`src/rtl/universal_shift_reg.sv`:
```
`default_nettype none
// ============================================================================
//  Module   : universal_shift_reg
//  Purpose  : Parametrised universal shift register with a multi-step burst
//             engine. Single-cycle ops (hold, SHL, SHR, ROL, ROR, ASR, load,
//             clear) plus a burst mode that repeats one shift/rotate op
//             'amount' times, one step per clock, with a busy/done handshake.
//  Ports    : clk     - clock, rising edge
//             rst     - asynchronous reset, active-low
//             en      - single-step enable (ignored while busy)
//             mode    - op select (000 hold .. 111 clear)
//             sin_l   - serial in, enters bit 0 on shift-left
//             sin_r   - serial in, enters bit WIDTH-1 on logical shift-right
//             pload   - parallel load data (mode 110)
//             start   - burst request, sampled when not busy
//             amount  - burst step count
//             out     - register contents
//             sout_l  - out[WIDTH-1]
//             sout_r  - out[0]
//             busy    - burst in progress
//             done    - one-cycle pulse after the final burst step
//  Revision : 1.0 - initial release
// ============================================================================
module universal_shift_reg #(
  parameter int WIDTH = 8,
  parameter int CNT_W = $clog2(WIDTH) + 1
) (
  input  logic             clk,
  input  logic             rst,
  input  logic             en,
  input  logic [2:0]       mode,
  input  logic             sin_l,
  input  logic             sin_r,
  input  logic [WIDTH-1:0] pload,
  input  logic             start,
  input  logic [CNT_W-1:0] amount,
  output logic [WIDTH-1:0] out,
  output logic             sout_l,
  output logic             sout_r,
  output logic             busy,
  output logic             done
);

  localparam logic [2:0] M_HOLD  = 3'b000;
  localparam logic [2:0] M_SHL   = 3'b001;
  localparam logic [2:0] M_SHR   = 3'b010;
  localparam logic [2:0] M_ROL   = 3'b011;
  localparam logic [2:0] M_ROR   = 3'b100;
  localparam logic [2:0] M_ASR   = 3'b101;
  localparam logic [2:0] M_LOAD  = 3'b110;
  localparam logic [2:0] M_CLEAR = 3'b111;

  localparam logic [CNT_W-1:0] C_CNT_ONE = CNT_W'(1);

  typedef enum logic [0:0] {
    IDLE = 1'b0,
    RUN  = 1'b1
  } state_t;

  state_t           state_q, state_d;
  logic [WIDTH-1:0] out_q,   out_d;
  logic [CNT_W-1:0] cnt_q,   cnt_d;
  logic [2:0]       mode_q,  mode_d;
  logic             done_q,  done_d;

  logic             w_burst_ok;

  // Next register value for one application of an op.
  function automatic logic [WIDTH-1:0] apply_op(
    input logic [2:0]       op,
    input logic [WIDTH-1:0] v,
    input logic             sl,
    input logic             sr,
    input logic [WIDTH-1:0] ld
  );
    logic [WIDTH-1:0] r;
    r = v;
    case (op)
      M_HOLD:  r = v;
      M_SHL:   r = {v[WIDTH-2:0], sl};
      M_SHR:   r = {sr, v[WIDTH-1:1]};
      M_ROL:   r = {v[WIDTH-2:0], v[WIDTH-1]};
      M_ROR:   r = {v[0], v[WIDTH-1:1]};
      M_ASR:   r = {v[WIDTH-1], v[WIDTH-1:1]};
      M_LOAD:  r = ld;
      M_CLEAR: r = '0;
      default: r = v;
    endcase
    return r;
  endfunction

  // Only the shift/rotate ops may be bursted; anything else falls back to a
  // plain single step under en.
  assign w_burst_ok = start && (amount != '0) && (mode >= M_SHL) && (mode <= M_ASR);

  always_comb begin
    state_d = state_q;
    out_d   = out_q;
    cnt_d   = cnt_q;
    mode_d  = mode_q;
    done_d  = 1'b0;
    case (state_q)
      IDLE: begin
        if (w_burst_ok) begin
          // Acceptance edge: the register itself is left untouched.
          mode_d  = mode;
          cnt_d   = amount;
          state_d = RUN;
        end else if (en) begin
          out_d = apply_op(mode, out_q, sin_l, sin_r, pload);
        end
      end
      RUN: begin
        out_d = apply_op(mode_q, out_q, sin_l, sin_r, pload);
        cnt_d = cnt_q - C_CNT_ONE;
        if (cnt_q == C_CNT_ONE) begin
          state_d = IDLE;
          done_d  = 1'b1;
        end
      end
      default: state_d = IDLE;
    endcase
  end

  always_ff @(posedge clk or negedge rst) begin
    if (!rst) begin
      state_q <= IDLE;
      out_q   <= '0;
      cnt_q   <= '0;
      mode_q  <= M_HOLD;
      done_q  <= 1'b0;
    end else begin
      state_q <= state_d;
      out_q   <= out_d;
      cnt_q   <= cnt_d;
      mode_q  <= mode_d;
      done_q  <= done_d;
    end
  end

  assign out    = out_q;
  assign sout_l = out_q[WIDTH-1];
  assign sout_r = out_q[0];
  assign busy   = (state_q == RUN);
  assign done   = done_q;

endmodule
`default_nettype wire
```
`config.mk`:
```
export PLATFORM = sky130hd
export DESIGN_NAME = universal_shift_reg
export DESIGN_NICKNAME = d
export VERILOG_FILES = /design/src/rtl/universal_shift_reg.sv
export SDC_FILE = /design/constraint.sdc
export NUM_CORES = 1
export LEC_CHECK = 0
export CAP_MARGIN = 20
export CORE_ASPECT_RATIO = 2
export CORE_MARGIN = 5
export CORE_UTILIZATION = 47
export CTS_BUF_LIST = sky130_fd_sc_hd__clkbuf_8
export CTS_CLUSTER_DIAMETER = 40
export DETAILED_ROUTE_END_ITERATION = 7
export HOLD_SLACK_MARGIN = 0.05
export PLACE_DENSITY = 0.9
export SKIP_LAST_GASP = 1
export SLEW_MARGIN = 20
export SYNTH_ARGS = -nofsm -noshare
export SYNTH_HDL_FRONTEND = slang
export SYNTH_SLANG_ARGS = --single-unit
```
`constraint.sdc`:
```
create_clock -name clk -period 1.5 [get_ports clk]
set_input_delay 0.3 -clock clk [delete_from_list [all_inputs] [get_ports clk]]
set_output_delay 0.3 -clock clk [all_outputs]
set_load 0.03 [all_outputs]
```
; ---- Word level (Yosys, flattened, before mapping)
; Index checks and enable logic that the tools add are counted.
[classes]
add_sub_neg = 1
mul = 0
n_div = 0
order_cmp = 2
eq_ne = 22
n_shift = 0
mux = 12
bitwise_logic = 1
reduce_logical = 9
[op_table]
columns = cell, count
row1 = $pmux 8 s7, 2
row2 = $eq 3x3->1 const B, 8
row3 = $mux 8, 2
row4 = $pmux 8 s2, 1
row5 = $ne 2x2->1 const B, 7
row6 = $eq 3x2->1 const B, 4
row7 = $pmux 4 s2, 1
row8 = $eq 3x1->1 const B, 2
row9 = $logic_not 3->1, 2
row10 = $reduce_and 6->1, 1
row11 = $eq 4x1->1 const B, 1
row12 = $mux 1, 4
row13 = $mux 4, 1
row14 = $reduce_and 4->1, 1
row15 = $reduce_bool 4->1, 1
row16 = $sub 4x1->4 const B, 1
row17 = $ge 3x1->1 const B, 1
row18 = $le 3x3->1 const B, 1
row19 = $logic_and 1x1->1, 3
row20 = $pmux 1 s2, 1
row21 = $reduce_and 2->1, 1
row22 = $not 1->1, 1
[totals]
reg_bits = 17
latch_bits = 0
ramBits = 0
mem_bits_ro = 0
input_bits = 21
output_inout_bits = 12
elab_cells = 53
n_memories = 0

; ---- Logic depth before layout (Yosys ltp)
[logic_depth]
word_depth = 6
depth_mapped = 6
ltp_nobuf = 5

; ---- Worst setup path before layout
; No wires, ideal clock.
[synth_timing]
path_kind = input -> register
from = in amount[2]
to = reg out_q[7], in the netlist out[7]
setup_ps = 125
arrival_ps = 1718
required_ps = 1375
slack_ps = -342
cell_stages = 4
path_buffers = 0
path_cell_list = or4_4 a2111o_1 a21oi_1 mux2_2
[synth_between]
elab_chain_cells = 6
[synth_lines]
columns = item, line
row1 = from (decl), 36  ; input logic [CNT_W-1:0] amount,
row2 = $reduce_bool 4->1, 94  ; assign w_burst_ok = start && (amount != '0) && (mode >= M_SHL) && (mode <= M_ASR);
row3 = $logic_and 1x1->1 (3 in series), 94
row4 = $ne 2x2->1 (no source line), --
row5 = $reduce_and 6->1 (no source line), --
row6 = to (signal assigned), 134  ; out_q <= out_d;
row7 = to (decl), 61  ; logic [WIDTH-1:0] out_q, out_d;
; Every way passes these cells.
; A chain may end at the register's enable or synchronous reset.

; ---- Worst setup path after layout
[layout_timing]
from = in amount[3]
to = reg out_q[7], in the netlist out[7]
; Same word-level chain as after synthesis.

==> impl_metrics.py <==
metrics = {
    "die": {
        "die_w_um": 49.26,
        "start_util_pct": 48.66,
        "die_y_um": 88.52,
        "row_count": 28,
        "io_pins": 33,
        "dieArea_um2": 4361,
        "core_area_um2": 2978,
    },
    "sta": {
        "worstMarginPinSlew_ns": 0.4790,
        "fin_ws_ns": -0.2689,
        "clock-skew-final_ns": 0.005830,
        "finalCritPeriodShare_pct": 117.9,
        "final_hold_viol_count": 0,
        "max_freq_mhz": 565.3,
        "slew_headroom_pct": 67.79,
        "rsz0062_at_grt": "yes",
        "tns_ns": -1.907,
        "maxSlewViolCount": 0,
        "finalSetupViolations": 8,
        "finalWorstPathRequiredPeriod_ns": 1.769,
    },
    "route": {
        "wirelength_um": 6216,
        "ant_nets": 0,
        "drc": 0,
        "via_per_inst": 7.110,
        "dr_total_vias": 1813,
        "dr.pass1.iters": 5,
        "drtIter0Drc": 162,
        "wl_per_cell_um": 24.38,
    },
    "placed_design": {
        "placed_area_um2": 2021,
        "dp_hpwl_um": 4277,
        "gp_congestion": 0.9273,
        "pre_cts_slack_ns": -0.8742,
        "io_buffers": 32,
        "placedCellCount": 250,
    },
    "critical_path": {
        "crit_type": "input port to flip-flop",
        "start_kind": "input port",
        "cp-end-kind": "flip-flop",
        "critical-path-slowest-cell": "or4_4",
        "cp_max_fo": 3,
        "max_stage_delay_ns": 0.53,
        "crit_chain": "buf_6 > or4_4 > a2111o_1 > a21oi_2 > mux2_4",
        "crit_required_ns": 1.63,
        "cp.arrival_ns": 1.90,
    },
    "pwr": {
        "power.density_nw_per_um2": 2283,
        "power_uw": 4916,
        "leakagePower_uw": 0.0009744,
        "ir_worst_vdd_v": 0.001732,
    },
    "synth": {
        "yosys_warnings": 0,
        "synth_cells": 167,
        "synthMuxAreaShare_pct": 9.154,
        "synthAdderAreaFrac_pct": 1.727,
        "mappedNetlistArea_um2": 1449,
        "ys_seq_elements": 17,
        "synth_xor_area_share_pct": 0.6045,
        "synth_top_family_by_area": "compound AO/OA/AOI/OAI gates",
        "avgSynthCellArea_um2": 8.676,
        "synth_compound_area_share_pct": 26.86,
        "synth_nets": 190,
        "synth.distinct_cells": 39,
        "synth_simple_gate_area_share_pct": 24.53,
        "seq_area_frac_synth_pct": 29.36,
    },
    "clock_network": {
        "cts_hold_buf": 0,
        "clk_latency_ns": 0.25,
        "clock_path_buffers": 2,
        "cts.sink_count": 17,
        "clk_pin_slew_ns": 0.07,
        "cts_tree": "done",
        "cts_buffers": 3,
        "ctsRootBufferMaster": "clkbuf_8",
        "h-tree-depth": 1,
    },
    "global_routing": {
        "grt_use_total_pct": 30.03,
        "antenna_found_initial": 0,
        "grt_pass1_wl_um": 10100,
        "grt_pass1_vias": 1906,
        "grt-ovfl-total": 0,
        "grt_max_degree": 18,
    },
    "cells_and_area": {
        "area_delta_synth_final_pct": 48.62,
        "stdcell_area_um2": 2153,
        "drive_gt1_share_pct": 32.89,
        "final_cells": 255,
        "n_antenna_cell": 0,
        "final_nets": 249,
    },
    "status": {
        "violations": "negative setup slack",
        "status": "finished with violations",
    },
    "run": {
        "maxCapViolations": 0,
    },
    "hold_path": {
        "hold_path_class": "input port to flip-flop",
    },
}
[final timing paths]
path                       slack (ns)  cells past startpoint  startpoint       end
max reg2reg                     -0.18                      4   mode_q[1]    out[7]
min                              0.31                      3   amount[3]  cnt_q[3]
max in group asynchronous        0.90                      2         rst      busy
max                             -0.27                      5   amount[3]    out[7]
min reg2reg                      0.50                      1    cnt_q[3]      done
min in group asynchronous        0.39                      2         rst  cnt_q[0]
[sequential cells by signal, summed over array words and instances, names as in the netlist]
signal	cells
cnt_q	4
mode_q	3
busy	1
done	1
out	8
[worst max-delay path: cells and delay by family]
| family | cells | cell delay (ns) |
|---|---|---|
| compound gates | 2 | 0.67 |
| mux | 1 | 0.32 |
| simple gates | 1 | 0.53 |
| buf+inv | 1 | 0.09 |
[layout make-up]
cell class                 count  area [um2]
multi-input combinational    122        1006
fill                         214       824.5
timing repair buffer          71       595.6
sequential                    17       426.7
clock buffer                   3       41.29
inverter                      11       41.29
tap                           30       37.54
clock inverter                 1       5.005
[report_power, final]
| part | leakage, uW | internal (uW) | switching, uW |
|---|---|---|---|
| Clock | 0.0000255 | 184 | 158 |
| Sequential | 0.000201 | 709 | 313 |
| Combinational | 0.000748 | 1730 | 1820 |
| Total | 0.000974 | 2620 | 2290 |
[cells by family after synthesis]
group                      Yosys count
AOI/OAI and AO/OA                   55
xor gates and xnor gates             1
and+or+nand+nor                     52
DFF                                 17
muxes                               12
adders and majority gates            2
buffers and inverters               28
[cells in the mapped netlist]
| cell type | n | share of area (%) |
|---|---|---|
| nand4b_1 | 7 | 4.2 |
| xor2_1 | 1 | 0.60 |
| and3_2 | 1 | 0.52 |
| nor3b_1 | 3 | 1.6 |
| o311ai_1 | 1 | 0.60 |
| o311ai_0 | 2 | 1.2 |
| o31ai_1 | 1 | 0.52 |
| nand2_1 | 6 | 1.6 |
| ha_1 | 2 | 1.7 |
| o211a_1 | 1 | 0.69 |
| nor4_1 | 1 | 0.43 |
| clkbuf_1 | 15 | 3.9 |
| a211oi_1 | 4 | 2.1 |
| buf_4 | 2 | 1.0 |
| nand2_2 | 1 | 0.43 |
| a21oi_1 | 11 | 3.8 |
| or3_1 | 3 | 1.3 |
| nor2b_1 | 10 | 4.3 |
| a31o_2 | 1 | 0.60 |
| a21boi_0 | 1 | 0.52 |
| nand3_1 | 3 | 1.0 |
| nor4b_1 | 1 | 0.60 |
| o311a_1 | 5 | 3.5 |
| o32a_1 | 1 | 0.69 |
| a2111o_1 | 1 | 0.78 |
| nand3b_1 | 1 | 0.52 |
| inv_1 | 11 | 2.8 |
| a32oi_1 | 11 | 6.6 |
| dfrtp_1 | 17 | 29 |
| o21ai_0 | 14 | 4.8 |
| mux2_2 | 10 | 7.8 |
| nor3_1 | 1 | 0.35 |
| and3_1 | 2 | 0.86 |
| a31oi_1 | 1 | 0.43 |
| mux2i_1 | 2 | 1.4 |
| and4_2 | 1 | 0.69 |
| and3b_1 | 6 | 3.6 |
| or4_4 | 1 | 0.78 |
| nand2b_1 | 4 | 1.7 |
[routing by layer]
metal  global-route usage [%]  up-vias  part of all wire (%)
met1                    30.70      862                    33
li1                         -      755                     -
met3                    3.879       48                   7.1
met5                        0        -                     0
met2                    57.34      148                    54
met4                    15.69        0                   5.9
[through the flow]
| step | hold slack (ns) | util (%) |
|---|---|---|
| 2_1_floorplan | 0.004409 | - |
| 3_3_place_gp | 0.4663 | 67.86 |
| 3_5_place_dp | 0.4772 | 67.86 |
| 4_1_cts | 0.2737 | 70.67 |
| 5_1_grt | 0.3122 | 72.31 |
| 6_report | 0.3053 | 72.31 |
[cell usage in the layout, fill, tap and decap left out, types with 3 or more instances in the layout]
cell and n:
buf_4 38, dfrtp_1 16, o21ai_0 14, clkdlybuf4s50_1 12
dlygate4sd2_1 12, a32oi_1 11, inv_1 10, a21oi_1 10
nor2b_1 10, mux2_4 8, nand4b_1 7, nand2_1 6
and3b_1 6, o311a_1 5, buf_6 4, nand3_1 3
a211oi_1 3, nand2b_1 3, clkbuf_8 3, clkdlybuf4s15_1 3
[what timing repair did]
action	4_1_cts	5_1_grt
pin swaps	5	2
endpoints found under the setup margin	26	15
setup buffers	0	1
gates resized for setup	46	10
Note: power is estimated with default switching activity, not from simulation.
==> variant 1 (same settings) <==
Put a register stage on the outputs `sout_l`, `sout_r` and `busy`. The values now appear one clock later. The other outputs are not delayed to match.
--- a/src/rtl/universal_shift_reg.sv
+++ b/src/rtl/universal_shift_reg.sv
@@ -139,9 +139,17 @@
   end
 
   assign out    = out_q;
-  assign sout_l = out_q[WIDTH-1];
-  assign sout_r = out_q[0];
-  assign busy   = (state_q == RUN);
+  always_ff @(posedge clk or negedge rst) begin
+    if (!rst) begin
+      sout_l <= '0;
+      sout_r <= '0;
+      busy   <= '0;
+    end else begin
+      sout_l <= out_q[WIDTH-1];
+      sout_r <= out_q[0];
+      busy   <= (state_q == RUN);
+    end
+  end
   assign done   = done_q;
 
 endmodule
Function: changed (Yosys sat finds a counterexample within 4 cycles, from zero or initial values and one cycle with rst low).
==> variant 1 against the unedited design <==
- the flow still finishes with violations (negative setup slack)
- power is 2.9% lower
- area after synthesis is 3.9% higher
- sequential cell count is 3 higher
- count of clock-buffer cells in the layout stayed put
- core utilization is 0.14 points lower
- first-iteration DRC count is 62% lower
- sequential share of layout area is 2.4 points higher
- routed wire length is 15% lower
- register-to-register slack better by 0.04 ns
- final area is 4.6% higher
- non-clock buffer count is 6 higher
- setup slack better by 0.055 ns
- critical path type unchanged
- largest cell class unchanged
==> variant 1: results (changes against the unedited design) <==
| Metric | Value |
|---|---|
| Outcome | `finished with violations` |
| Violated checks | `negative setup slack` |
| Placed cell area | `2140 µm² (+6.1%)` |
| Nets | `258 (+3.6%)` |
| Synth cell count leaders | `20 x dfrtp_1, 15 x clkbuf_1, 14 x o21ai_0` |
| CP peak stage delay | `0.53 ns (about the same)` |
| DR pass1 iterations | `4 (-1)` |
| Reg-to-Reg End | `out[3]$_DFFE_PN0P_` |
| WP data arrival | `1.86 ns (-0.04 ns)` |
| H-Tree Depth | `1 (unchanged)` |
| Clock transition at the registers of the reported paths | `0.07 ns (about the same)` |
| Reg2reg start | `mode_q[1]$_DFFE_PN0P_` |
| N_diodes | `0 (unchanged)` |
| Hold path startpoint | `amount[3]` |
| Post-synthesis adder-cell area fraction | `0.0166 (-0.000646)` |
| Layout cells sized above 1 | `0.326 (-0.00271)` |
| Max reg flops | `8 (unchanged)` |
| Leakage | `0.00103 µW (+5.9%)` |
| Worst setup margin | `-0.213 ns (+0.0555 ns)` |
| Ys Warns | `0 (unchanged)` |
| Async SR Flop Fraction | `1.00 (unchanged)` |
| Post-Synth XOR/XNOR Area | `0.00582 (-0.000226)` |
| TritonCTS buffer count | `3 (unchanged)` |
| Total number of vias | `1,720 (-5.1%)` |
| Initial DRC count | `62 (-62%)` |
| First-pass GRT wire length | `8.45 mm (-16%)` |
| Skew final | `0.00193 ns (-0.00390 ns)` |
| Clock root cell | `clkbuf_8` |
| Tot GR Track Use | `0.237 (-0.0632)` |
| Syn Nets | `191 (+0.53%)` |
| Area contributors post-synth | `dfrtp_1 33%, mux2_2 7.5%, a32oi_1 7.0%` |
| Reg2reg setup slack | `-0.14 ns (+0.04 ns)` |
| Bufs on Longest Clock Path | `2 (unchanged)` |
| Fill count | `238 (+11%)` |
| Final setup viols | `8 (unchanged)` |
| WHS Endpoint | `cnt_q[3]$_DFFE_PN0P_` |
| Routed wire length | `5.29 mm (-15%)` |
| Final hold slack | `0.289 ns (-0.0168 ns)` |
| Critical path peak fanout | `7 (+4)` |
| Vias in the first global route | `1,827 (-4.1%)` |
| Worst hold path stage count | `3 (unchanged)` |
| Maximum number of pins on one net before global-route repair | `21 (+3)` |
| Antenna violations before repair | `0 (unchanged)` |
| Worst hold path type | `input pin to flop` |
| Placer congestion estimate | `0.991 (+6.9%)` |
| Worst Setup SP | `amount[0]` |
| VDD IR max | `0.00118 V (-32%)` |
| Reg2reg path depth | `5 (+1)` |
| Synth Area in Compound Gates | `0.264 (-0.00423)` |
| Slew margin rel. | `0.734 (+0.0559)` |
| Sequential share of the synthesized area | `0.333 (+0.0389)` |
| Mux cell area share after synthesis | `0.0881 (-0.00342)` |
| HPWL Detailed | `3.93 mm (-8.0%)` |
| IO buf count | `32 (unchanged)` |
| CP max-delay cell | `or4_4` |
| Post-synth cell types | `41 (+5.1%)` |
-- variant 1: cell count changes in the layout (fill, tap and decap cells not counted), sizes merged, moves of 2 or more --
cell / delta
nor2b: -2
dfrtp: +3
a21oi: -2
buf: +5
nor2: +2
-- variant 1: cells by family after synthesis --
group           after synthesis
compound gates               56
flops                        20
buf+inv                      27
fa+ha+maj                     2
mux                          12
simple gates                 50
xor+xnor                      1
-- variant 1: worst max path at each step --
| stage | endpoint | slack, ns | cells past startpoint |
|---|---|---|---|
| floorplan | out[7]$_DFFE_PN0P_ | -0.34 | 4 |
| detailed placement | out[3]$_DFFE_PN0P_ | -0.85 | 5 |
| global route | out[1]$_DFFE_PN0P_ | -0.24 | 5 |
| global placement | out[2]$_DFFE_PN0P_ | -0.82 | 5 |
| CTS | out[1]$_DFFE_PN0P_ | -0.25 | 5 |
| finish | out[1]$_DFFE_PN0P_ | -0.21 | 5 |
-- variant 1: final cells by class --
cell class                 instances  share of cell area
multi-input combinational        121               0.436
clock buffer                       3              0.0183
inverter                          12              0.0200
timing repair buffer              77               0.286
tap                               31              0.0172
sequential                        20               0.222
-- variant 1: routing by layer --
metal	global-route usage	share of wire	routed length, µm	vias up
li1	-	-	-	779
met1	0.227	0.35	1840	832
met2	0.429	0.55	2880	78
met3	0.0281	0.038	199	31
met4	0.175	0.069	367	0
met5	0	0	0	-
-- variant 1: what timing repair did --
| action | in CTS | in global routing |
|---|---|---|
| cloned | 0 | 0 |
| pin swaps | 5 | 2 |
| resized for setup | 48 | 8 |
| buffers inserted | 0 | 1 |
| endpoints found under the setup margin | 27 | 12 |
-- variant 1: worst max-delay path: cells and delay by family --
| kind | cells | cell delay (ns) |
|---|---|---|
| AOI/OAI and AO/OA | 1 | 0.45 |
| muxes | 1 | 0.31 |
| and+or+nand+nor | 2 | 0.70 |
| buffers and inverters | 1 | 0.09 |
-- variant 1: power by group --
group / switching [µW] / leakage, µW / internal, µW
sequential: 312 / 0.000234 / 821
combinational: 1610 / 0.000776 / 1670
clock: 177 / 0.0000216 / 179
total: 2100 / 0.00103 / 2670
-- variant 1: stage by stage --
stage / power, µW / utilization / std cells / TNS [ns] / worst slack [ns]
finish: 4770 / 0.722 / 264 / -1.60 / -0.213
CTS: 4680 / 0.711 / 263 / -1.89 / -0.247
global placement: 4110 / 0.687 / 260 / -10.35 / -0.822
floorplan: 2850 / - / 168 / -2.74 / -0.342
global route: 5060 / 0.722 / 264 / -1.83 / -0.239
detailed placement: 4200 / 0.687 / 260 / -10.77 / -0.850
==> variant 2 (same flow settings) <==
Made on the original files. Set the parameter `WIDTH` to 16 (it was 8).
--- a/src/rtl/universal_shift_reg.sv
+++ b/src/rtl/universal_shift_reg.sv
@@ -22,7 +22,7 @@
 //  Revision : 1.0 - initial release
 // ============================================================================
 module universal_shift_reg #(
-  parameter int WIDTH = 8,
+  parameter int WIDTH = 16,
   parameter int CNT_W = $clog2(WIDTH) + 1
 ) (
   input  logic             clk,
Ports: changed (resized amount, out and pload); port bits go from 33 to 50. No check against the original RTL was run, so the function may have changed too.
==> variant 2 against the unedited design <==
- the flow still finishes with violations (negative setup slack)
- maximum frequency up 1.8%
- power rose by 89%
- setup slack improved by 0.031 ns
- sequential power is 55% higher
- final cell count is 67% higher
- area after synthesis is 63% higher
- die area up 52%
- critical path depth up 1
- global-route usage increased by 5.4 points
- sequential cell count is 9 higher
- routed wire length increased by 95%
- final area rose by 78%
- count of clock-buffer cells in the layout unchanged
- critical path type unchanged
- largest power group unchanged
- highest routed layer unchanged
==> variant 2: results (changes against the unedited design) <==
| Metric | Value |
|---|---|
| Register share of total power | `0.170 (-0.038)` |
| HPWL Detailed | `6.58 mm (+54%)` |
| Post-synth cell types | `43 (+10%)` |
| Final setup viols | `24 (+16)` |
| Sequential share of the synthesized area | `0.275 (-0.0183)` |
| Synth cell count leaders | `27 x clkbuf_1, 26 x dfrtp_1, 20 x a21oi_1` |
| Routed wire length | `12.1 mm (+95%)` |
| Dpl cells | `404 (+62%)` |
| Placed cell area | `3270 µm² (+62%)` |
| CP endpoint | `out[8]$_DFFE_PN0P_` |
| Area contributors post-synth | `dfrtp_1 28%, o41ai_2 6.2%, nand4b_1 5.9%` |
| Sink Count | `26 (+9)` |
| Clock transition at the registers of the reported paths | `0.10 ns (+0.03 ns)` |
| Reg2reg path depth | `6 (+2)` |
| Met1 Use GR | `0.379 (+0.0725)` |
| Placer congestion estimate | `0.980 (+5.7%)` |
| Outcome | `finished with violations` |
| Int Pwr | `4630 µW (+76%)` |
| IO buf count | `49 (+53%)` |
| Post-Synth XOR/XNOR Area | `0.0111 (+0.00507)` |
| Reg2reg start | `busy$_DFF_PN0_` |
| Clock Latency Late Sink | `0.28 ns (+0.03 ns)` |
| Fin Setup TNS | `-3.34 ns (-1.43 ns)` |
| Clock share of power | `0.065 (-0.005)` |
| Met2 usage | `0.586 (+0.0125)` |
| Vias in the first global route | `3,354 (+76%)` |
| Layout cells sized above 1 | `0.421 (+0.0923)` |
| Mux cell area share after synthesis | `0.0651 (-0.0264)` |
| Met2 routed wirelength | `5.82 mm (+72%)` |
| Total number of vias | `3,303 (+82%)` |
| Post-synthesis adder-cell area fraction | `0.0106 (-0.00668)` |
| Violated checks | `negative setup slack` |
| WL met1 | `3.90 mm (+93%)` |
| Max reg flops | `16 (+8)` |
| Critical path peak fanout | `7 (+4)` |
| Fill count | `257 (+20%)` |
| Reg-to-Reg End | `out[14]$_DFFE_PN0P_` |
| Met3 WL | `1.21 mm (+170%)` |
| Tot GR Track Use | `0.355 (+0.0544)` |
| Met3 Usage GRT | `0.0618 (+0.0230)` |
| Vias per cell | `7.77 (+9.3%)` |
| Worst slew pin tran | `0.460 ns (-0.0191 ns)` |
| Clk pwr | `602 µW (+76%)` |
| Syn-to-layout area delta | `62.3%` |
| VDD IR max | `0.00186 V (+7.2%)` |
| Final hold slack | `0.396 ns (+0.0912 ns)` |
| Leakage | `0.00163 µW (+67%)` |
| Initial DRC count | `464 (+190%)` |
| Worst setup margin | `-0.238 ns (+0.0313 ns)` |
| Maximum number of pins on one net before global-route repair | `32 (+14)` |
| First-pass GRT wire length | `17.6 mm (+74%)` |
| Reg2reg setup slack | `-0.21 ns (-0.03 ns)` |
| Synth Area per Inst | `8.89 µm² (+2.4%)` |
| Worst Setup SP | `amount[4]` |
-- variant 2: changes by cell type after synthesis, sizes merged, moves of 7 or more --
cell and delta:
mux2 -7, inv +7, a21oi +9, mux2i +10
o41ai +15, o211ai +17, o32ai +12, dfrtp +9
nand4b +9, o311ai +11, nor2 +7, clkbuf +12
a32oi -11, a221oi +14
-- variant 2: what timing repair did --
| item | CTS | global route |
|---|---|---|
| pin swaps | 21 | 6 |
| buffers inserted | 8 | 5 |
| gates cloned | 4 | 0 |
| gates resized for setup | 84 | 27 |
| setup endpoints to repair | 35 | 26 |
-- variant 2: critical path, stage by stage --
cell      delay, ns
buf_6          0.10
or4_4          0.52
o2111a_2       0.35
o21a_4         0.28
buf_12         0.15
o41ai_4        0.21
-- variant 2: cell type report --
class,instances,share of cell area
multi-input cells,191,0.477
repair buffers,128,0.297
flip-flops and latches,26,0.170
inverters,19,0.0189
well taps,57,0.0186
clock buffers,3,0.0108
clock inverters,1,0.00783
